## config.mk

```make
export PLATFORM = sky130hd
export DESIGN_NAME = wiscsc15_mc_ctrl
export DESIGN_NICKNAME = d
export VERILOG_FILES = /design/src/rtl/wiscsc15_mc_ctrl.sv
export SDC_FILE = /design/constraint.sdc
export NUM_CORES = 1
export LEC_CHECK = 0
export CAP_MARGIN = 20
export CORE_MARGIN = 2
export CORE_UTILIZATION = 44
export DETAILED_ROUTE_END_ITERATION = 16
export GPL_TIMING_DRIVEN = 0
export PLACE_DENSITY_LB_ADDON = 0.15
export SYNTH_ARGS = -nofsm -noshare
export SYNTH_HDL_FRONTEND = slang
export SYNTH_SLANG_ARGS = --single-unit
```

## constraint.sdc

```tcl
create_clock -name clk -period 2.2 [get_ports clk]
set_clock_uncertainty 0.1 [all_clocks]
set_input_delay 0.33 -clock clk [delete_from_list [all_inputs] [get_ports clk]]
set_output_delay 0.33 -clock clk [all_outputs]
set_load 0.01 [all_outputs]
```

## src/rtl/wiscsc15_mc_ctrl.sv

```systemverilog
// Multi-cycle control FSM for the WISC-SC15 core.
// Sequences fetch / decode / execute / memory / writeback, handshakes with the
// instruction and data memories, and drives the datapath select lines.
//
// state  | meaning
// -------+------------------------------------------------------------
// IDLE   | waiting for run; no requests outstanding
// FETCH  | imem_req held until imem_ack; IR and PC+1 latched on the ack
// DECODE | opcode resolved; halt opcode (or undefined) goes to HALT
// EXEC   | ALU controls valid; branch resolves and retires here
// MEM    | dm_read / dm_write held until dmem_ack; sw retires here
// WB     | register write, call/ret PC update, retire
// HALT   | absorbing; halted=1, leave only through rst_n
// ERR    | absorbing; memory wait timed out, err=1, leave only via rst_n
//
// Outputs are decoded from the registered state and the opcode. The fetch
// strobes and the taken-branch PC write also follow the ack / br_taken
// inputs, so they land in the same cycle the memory or comparator answers.
module wiscsc15_mc_ctrl #(
    parameter int                OPC_W    = 4,
    parameter int                ALUOP_W  = 3,
    parameter int                TMO_W    = 4,
    parameter int                CNT_W    = 16,
    parameter logic [OPC_W-1:0]  HALT_OPC = OPC_W'(4'b1111)
) (
    input  logic               clk,
    input  logic               rst_n,
    input  logic               run,
    input  logic [OPC_W-1:0]   opcode,
    input  logic               br_taken,
    input  logic               imem_ack,
    input  logic               dmem_ack,
    output logic               imem_req,
    output logic               ir_load,
    output logic               pc_write,
    output logic [1:0]         pc_src,
    output logic               rf_w,
    output logic [1:0]         rf_rsrc1,
    output logic [1:0]         rf_rsrc2,
    output logic [1:0]         rf_data,
    output logic               alu_src1,
    output logic [1:0]         alu_src2,
    output logic [ALUOP_W-1:0] aluop,
    output logic               dm_read,
    output logic               dm_write,
    output logic               halted,
    output logic               err,
    output logic [CNT_W-1:0]   icount
);

    typedef enum logic [2:0] {
        S_IDLE, S_FETCH, S_DECODE, S_EXEC, S_MEM, S_WB, S_HALT, S_ERR
    } state_t;

    typedef enum logic [3:0] {
        C_ARITH, C_INC, C_SHIFT, C_LW, C_SW, C_LHB, C_LLB,
        C_BR, C_CALL, C_RET, C_HALT
    } cls_t;

    localparam logic [OPC_W-1:0] OP_AR_MAX = OPC_W'(3);
    localparam logic [OPC_W-1:0] OP_INC    = OPC_W'(4);
    localparam logic [OPC_W-1:0] OP_SLL    = OPC_W'(5);
    localparam logic [OPC_W-1:0] OP_SRL    = OPC_W'(6);
    localparam logic [OPC_W-1:0] OP_SRA    = OPC_W'(7);
    localparam logic [OPC_W-1:0] OP_LW     = OPC_W'(8);
    localparam logic [OPC_W-1:0] OP_SW     = OPC_W'(9);
    localparam logic [OPC_W-1:0] OP_LHB    = OPC_W'(10);
    localparam logic [OPC_W-1:0] OP_LLB    = OPC_W'(11);
    localparam logic [OPC_W-1:0] OP_B      = OPC_W'(12);
    localparam logic [OPC_W-1:0] OP_CALL   = OPC_W'(13);
    localparam logic [OPC_W-1:0] OP_RET    = OPC_W'(14);

    localparam logic [TMO_W-1:0] TMO_LIM   = '1;

    state_t           state;
    cls_t             cls;
    logic [TMO_W-1:0] tmo_cnt;
    logic [TMO_W-1:0] tmo_nxt;
    logic             tmo_hit;

    // Opcode class; the halt opcode and anything unlisted both stop the core
    always_comb begin
        cls = C_HALT;
        if (opcode != HALT_OPC) begin
            if (opcode <= OP_AR_MAX) begin
                cls = C_ARITH;
            end else begin
                case (opcode)
                    OP_INC:                 cls = C_INC;
                    OP_SLL, OP_SRL, OP_SRA: cls = C_SHIFT;
                    OP_LW:                  cls = C_LW;
                    OP_SW:                  cls = C_SW;
                    OP_LHB:                 cls = C_LHB;
                    OP_LLB:                 cls = C_LLB;
                    OP_B:                   cls = C_BR;
                    OP_CALL:                cls = C_CALL;
                    OP_RET:                 cls = C_RET;
                    default:                cls = C_HALT;
                endcase
            end
        end
    end

    // The wait that would make the counter reach its limit is the last one allowed
    always_comb begin
        tmo_nxt = tmo_cnt + 1'b1;
        tmo_hit = (tmo_nxt == TMO_LIM);
    end

    // State sequencing, memory-wait timeout and retired-instruction counter
    always_ff @(posedge clk or negedge rst_n) begin
        if (!rst_n) begin
            state   <= S_IDLE;
            tmo_cnt <= '0;
            icount  <= '0;
        end else begin
            case (state)
                S_IDLE: begin
                    if (run) begin
                        state   <= S_FETCH;
                        tmo_cnt <= '0;
                    end
                end
                S_FETCH: begin
                    if (imem_ack) begin
                        state <= S_DECODE;
                    end else begin
                        tmo_cnt <= tmo_nxt;
                        if (tmo_hit) state <= S_ERR;
                    end
                end
                S_DECODE: begin
                    state <= (cls == C_HALT) ? S_HALT : S_EXEC;
                end
                S_EXEC: begin
                    case (cls)
                        C_BR: begin
                            icount  <= icount + 1'b1;
                            tmo_cnt <= '0;
                            state   <= run ? S_FETCH : S_IDLE;
                        end
                        C_LW, C_SW, C_CALL, C_RET: begin
                            tmo_cnt <= '0;
                            state   <= S_MEM;
                        end
                        default: state <= S_WB;
                    endcase
                end
                S_MEM: begin
                    if (dmem_ack) begin
                        if (cls == C_SW) begin
                            icount  <= icount + 1'b1;
                            tmo_cnt <= '0;
                            state   <= run ? S_FETCH : S_IDLE;
                        end else begin
                            state <= S_WB;
                        end
                    end else begin
                        tmo_cnt <= tmo_nxt;
                        if (tmo_hit) state <= S_ERR;
                    end
                end
                S_WB: begin
                    icount  <= icount + 1'b1;
                    tmo_cnt <= '0;
                    state   <= run ? S_FETCH : S_IDLE;
                end
                S_HALT:  state <= S_HALT;
                S_ERR:   state <= S_ERR;
                default: state <= S_IDLE;
            endcase
        end
    end

    // Datapath controls decoded from state and opcode class
    always_comb begin
        imem_req = 1'b0;
        ir_load  = 1'b0;
        pc_write = 1'b0;
        pc_src   = 2'b00;
        rf_w     = 1'b0;
        rf_rsrc1 = 2'b00;
        rf_rsrc2 = 2'b00;
        rf_data  = 2'b00;
        alu_src1 = 1'b0;
        alu_src2 = 2'b00;
        aluop    = '0;
        dm_read  = 1'b0;
        dm_write = 1'b0;
        halted   = 1'b0;
        err      = 1'b0;
        case (state)
            S_FETCH: begin
                imem_req = 1'b1;
                if (imem_ack) begin
                    ir_load  = 1'b1;
                    pc_write = 1'b1;
                    pc_src   = 2'b00;
                end
            end
            S_EXEC: begin
                case (cls)
                    C_ARITH: begin
                        alu_src2 = 2'b00;
                        aluop    = ALUOP_W'(opcode[2:0]);
                    end
                    C_INC:   alu_src2 = 2'b10;
                    C_SHIFT: begin
                        alu_src2 = 2'b01;
                        aluop    = ALUOP_W'(opcode[2:0]);
                    end
                    C_LW, C_SW: begin
                        alu_src1 = 1'b1;
                        alu_src2 = 2'b11;
                    end
                    C_BR: begin
                        if (br_taken) begin
                            pc_write = 1'b1;
                            pc_src   = 2'b01;
                        end
                    end
                    C_CALL: begin
                        aluop    = ALUOP_W'(1);
                        rf_rsrc1 = 2'b10;
                    end
                    C_RET: begin
                        aluop    = '0;
                        rf_rsrc1 = 2'b10;
                    end
                    default: ;
                endcase
            end
            S_MEM: begin
                case (cls)
                    C_LW, C_RET:  dm_read  = 1'b1;
                    C_SW, C_CALL: dm_write = 1'b1;
                    default: ;
                endcase
            end
            S_WB: begin
                rf_w = 1'b1;
                case (cls)
                    C_LW:    rf_data = 2'b00;
                    C_LHB:   rf_data = 2'b01;
                    C_LLB:   rf_data = 2'b10;
                    default: rf_data = 2'b11;
                endcase
                if (cls == C_CALL) begin
                    pc_write = 1'b1;
                    pc_src   = 2'b01;
                end else if (cls == C_RET) begin
                    pc_write = 1'b1;
                    pc_src   = 2'b10;
                end
            end
            S_HALT:  halted = 1'b1;
            S_ERR:   err    = 1'b1;
            default: ;
        endcase
    end

endmodule
```

; ---- Word level (Yosys, flattened, before mapping)
; Memories as Yosys holds them, arrays and structs flattened.
; Index checks and enable logic that the tools add are counted.
[op_classes]
add_sub_neg = 2
order_cmp = 1
n_eq_ne = 26
n_mux = 51
reduce_logical = 13
[ops]
columns = cell, count
row1 = $mux 16, 3
row2 = $pmux 16 s3, 1
row3 = $mux 4, 7
row4 = $pmux 3 s8, 1
row5 = $mux 3, 7
row6 = $pmux 4 s5, 1
row7 = $mux 1, 19
row8 = $add 16x1->16 const B, 1
row9 = $eq 4x3->1 const B, 4
row10 = $eq 4x4->1 const B, 4
row11 = $eq 3x3->1 const B, 4
row12 = $mux 2, 6
row13 = $ne 2x2->1 const B, 6
row14 = $pmux 2 s3, 2
row15 = $pmux 3 s2, 2
row16 = $reduce_or 2->1, 5
row17 = $eq 4x2->1 const B, 2
row18 = $eq 3x2->1 const B, 2
row19 = $reduce_and 5->1, 1
row20 = $reduce_bool 5->1, 1
row21 = $reduce_or 5->1, 1
row22 = $add 4x1->4 const B, 1
row23 = $eq 4x1->1 const B, 1
row24 = $le 4x2->1 const B, 1
row25 = 10 further kinds, 10
[word_totals]
register_bits = 23
mem_bits_ro = 64
inputBits = 10
out_inout_bits = 38
elab_cells = 97
mem_count = 1
[memory_table]
columns = name, depth, word_bits, read_ports, rd_ports_with_merged_regs, wr, line
row1 = (no name shown), 16, 4, 1, 0, 0, 88  ; case (opcode)

; ---- Logic depth before layout (Yosys ltp)
[depth]
ltp_word = 7
mapped_depth = 9
depth_no_buf = 8

; ---- Worst setup path before layout
; OpenSTA, ideal clock, no wires.
[synth_timing]
path_type = input -> register
start = input opcode[0]
end = register tmo_cnt[3]
t_arrival_ns = 2.055
t_required_ns = 2.008
path_slack_ns = -0.047
cell_stages = 9
path_buffers = 1
cell_sequence = inv_1 ha_1 inv_1 or4_1 buf_2 nand2_4 o311ai_4 or2_4 o31ai_2
[synth_via]
elab_chain_len = 7
[synth_rtl]
columns = item, line
row1 = start: declaration, 29  ; input logic [OPC_W-1:0] opcode,
row2 = $mem_v2 16x4 or $le 4x2->1 (tied branches), n/a
row3 = $mux 4, 85  ; if (opcode <= OP_AR_MAX) begin
row4 = $mux 4 *, 84  ; if (opcode != HALT_OPC) begin
row5 = "$eq 4x3->1, or another cell as far along", "136, 151"
row6 = $reduce_or 5->1 (no source line), n/a
row7 = $ne 2x2->1 (no source line), n/a
row8 = $reduce_and 5->1 (no source line) *, n/a
row9 = end signal: assignment, 128  ; tmo_cnt <= tmo_nxt;
row10 = end signal: assignment, 159  ; tmo_cnt <= tmo_nxt;
row11 = end: declaration, 77  ; logic [TMO_W-1:0] tmo_cnt;
; Every way passes the cells marked *; elsewhere a longest branch is shown, timed or not.
; A chain may end at the register's enable or synchronous reset.

; ---- Worst setup path in the final report
[layout_timing]
start = input opcode[0]
end = output rf_data[0]
[layout_via]
elab_chain_len = 6
[layout_rtl]
columns = item, line
row1 = $mem_v2 16x4 or $le 4x2->1 (tied branches), n/a
row2 = $mux 4, 85
row3 = $mux 4 *, 84
row4 = $eq 4x3->1 or $eq 4x2->1 (tied branches), 242  ; case (cls)
row5 = $pmux 2 s3 *, 242
row6 = $mux 2 *, 192  ; case (state)
row7 = end: declaration, 40  ; output logic [1:0] rf_data,
; Marks and branches as above.

==> qor.yml <==
status: "finished with violations"
failed_checks: "setup timing"
cts_buffer_depth: 2
nNetsFinal: 279
grt_pass1_wl_mm: 6.87
ys_async_sr_fraction_pct: 100
crit_type: "input pin to output pin"
final_cell_mix: "clkdlybuf4s50_1, dfrtp_1, nand2_1, buf_4, xor2_1"
grt_pass1_vias: 1515
port_buffers: 42
setup_violations: 1
layout_worst_path_cycle_share_pct: 100
slew_viol_final: 0
hpwl_mm: 3.06
syn_avg_cell_area_um2: 8.87
layout-drive-gt1-share_pct: 34.0
mostFrequentLayoutCell: "clkdlybuf4s50_1"
vias_per_cell: 5.39
cts_buffers: 3
grt_max_degree: 24
ys_seq_elements: 23
die_y_um: 67.7
htree_levels: 1
crit_required_ns: 1.77
synth_edf_count: 0
grt_overflow: 0
io_pins: 48
dr.pass1.iters: 5
rows: 23
cts_tree: "done"
finalHoldViolations: 0
yosysSeqAreaShare_pct: 32.3
hold_path.class: "input pin to asynchronous set/reset pin"
drt_iter0_drc: 83
post-route-min-period_ns: 2.20
drc: 0
synth_area_mm2: 0.00178
via_count: 1683
grt_setup_unrepaired: "yes"
grt_usage_pct: 19.2
core_area_mm2: 0.00394
p_per_area_mw_per_mm2: 825
antenna_left: 0
leakagePower_nw: 1.13
n_fill_cell: 332
routed_wl_mm: 4.41
syn_inst: 201
globalplace.congestion: 0.867
cts_sinks: 23
wire_per_inst_um: 14.1
critPathCaptureType: "output pin"
peakVddDrop_uv: 444
post-place-ws_ns: -1.22
root_buffer: "clkbuf_8"
syn_to_final_growth_pct: 46.9
insertion_delay_ns: 0.26
clkTransAtPathRegs_ns: 0.08
ys_types: 57
seq_area_um2: 577
max_cap_viol_count: 0
initial_utilization_pct: 45.2
setup_tns_ns: -0.00487
fmax_mhz: 454
synth_warnings: 0
worstPathArrival_ns: 1.77
setup_slack_ns: -0.00487
synth_flop_cell: "dfrtp_1"
cp-start-kind: "input pin"
antenna_found_initial: 0
die_w_um: 67.7
multi_input_area_mm2: 0.00129
dieArea_mm2: 0.00458
insertedDiodeCount: 0
critPathMaxFanout: 5
[final timing paths]
| kind | endpoint | from | slack, ns | cells after the start |
|---|---|---|---|---|
| worst max-delay path | rf_data[0] | opcode[0] | -0.005 | 10 |
| worst min-delay path | icount[7]$_DFFE_PN0P_ | rst_n | 0.30 | 1 |
| worst max register to register | icount[7]$_DFFE_PN0P_ | state[2]$_DFFE_PN0P_ | 0.17 | 8 |
| worst min register to register | icount[15]$_DFFE_PN0P_ | icount[15]$_DFFE_PN0P_ | 0.37 | 1 |
| max in group asynchronous | state[0]$_DFFE_PN0P_ | rst_n | 1.22 | 2 |
| min in group clk | icount[15]$_DFFE_PN0P_ | icount[15]$_DFFE_PN0P_ | 0.37 | 1 |
[timing repair]
item	CTS	global route
setup buffers	5	7
hold buffers	0	0
endpoints found under the setup margin	39	21
pin swaps	3	9
resized for setup	93	24
gates cloned	0	1
[cells by family after synthesis]
kind of cell	share of synthesized area, %
fa+ha+maj	4.21
buf+inv	6.11
simple gates	31.2
compound gates	17.5
other cells	0.210
xor+xnor	7.86
mux	0.632
flops	32.3
[final cells by class]
class,instances,area share (%)
Buffer,9,2.82
Clock buffer,4,1.72
Multi-Input combinational cell,160,49.4
Sequential cell,23,22.0
Tap cell,50,2.39
Inverter,10,2.05
Timing Repair Buffer,56,19.6
[cells in the mapped netlist, types with 2 or more instances]
library cell / n / share of area (%)
a21oi_1: 9 / 2.5
a32oi_1: 2 / 0.98
and2_1: 3 / 1.1
and3_1: 2 / 0.70
buf_2: 2 / 0.56
buf_4: 4 / 1.7
buf_6: 2 / 1.3
clkbuf_1: 2 / 0.42
dfrtp_1: 23 / 32
ha_1: 6 / 4.2
inv_1: 9 / 1.9
nand2_1: 20 / 4.2
nand2b_1: 9 / 3.2
nand3_1: 9 / 2.5
nor2_1: 17 / 3.6
nor2b_1: 3 / 1.1
nor3_1: 9 / 2.5
nor3b_2: 2 / 1.4
nor4_1: 3 / 1.1
nor4b_2: 3 / 2.5
o211ai_1: 2 / 0.84
o21a_1: 2 / 0.84
o21ai_0: 6 / 1.7
o21ai_1: 3 / 0.84
or2_2: 3 / 1.1
xnor2_1: 3 / 1.5
xor2_1: 13 / 6.4
[routing by layer]
layer  part of all wire, %  global-route usage, %
met2                    50                   32.5
met5                     0                      0
met3                   2.7                   1.33
met4                   1.2                   4.59
met1                    47                   26.4
[metrics by stage]
step | instances | utilization (%) | cell area [µm²] | power, mW | hold WS, ns
finish | 312 | 66.4 | 2620 | 2.16 | 0.295
global route | 312 | 66.4 | 2620 | 2.31 | 0.313
CTS | 304 | 62.5 | 2460 | 2.07 | 0.372
detailed placement | 295 | 58.0 | 2290 | 1.72 | 0.359
global placement | 295 | 58.0 | 2290 | 1.71 | 0.357
floorplan | 203 | - | 1800 | 1.32 | -0.0656
[registers in the layout (all words and copies together) (netlist names)]
name	cells
tmo_cnt	4
icount	16
state	3
[worst max-delay path: stages]
cell and delay [ns]:
buf_12 0.10, inv_8 0.04, ha_4 0.15, and4b_1 0.21, buf_4 0.15, buf_4 0.12, o211ai_1 0.20, a21oi_1 0.11
nor2_1 0.09, dlygate4sd2_1 0.27
[report_power, final]
part           internal, mW  switching, mW
clock network         0.129          0.132
registers             0.529          0.134
logic                 0.602          0.635
total                  1.26          0.901
(Power assumes the default switching activity.)
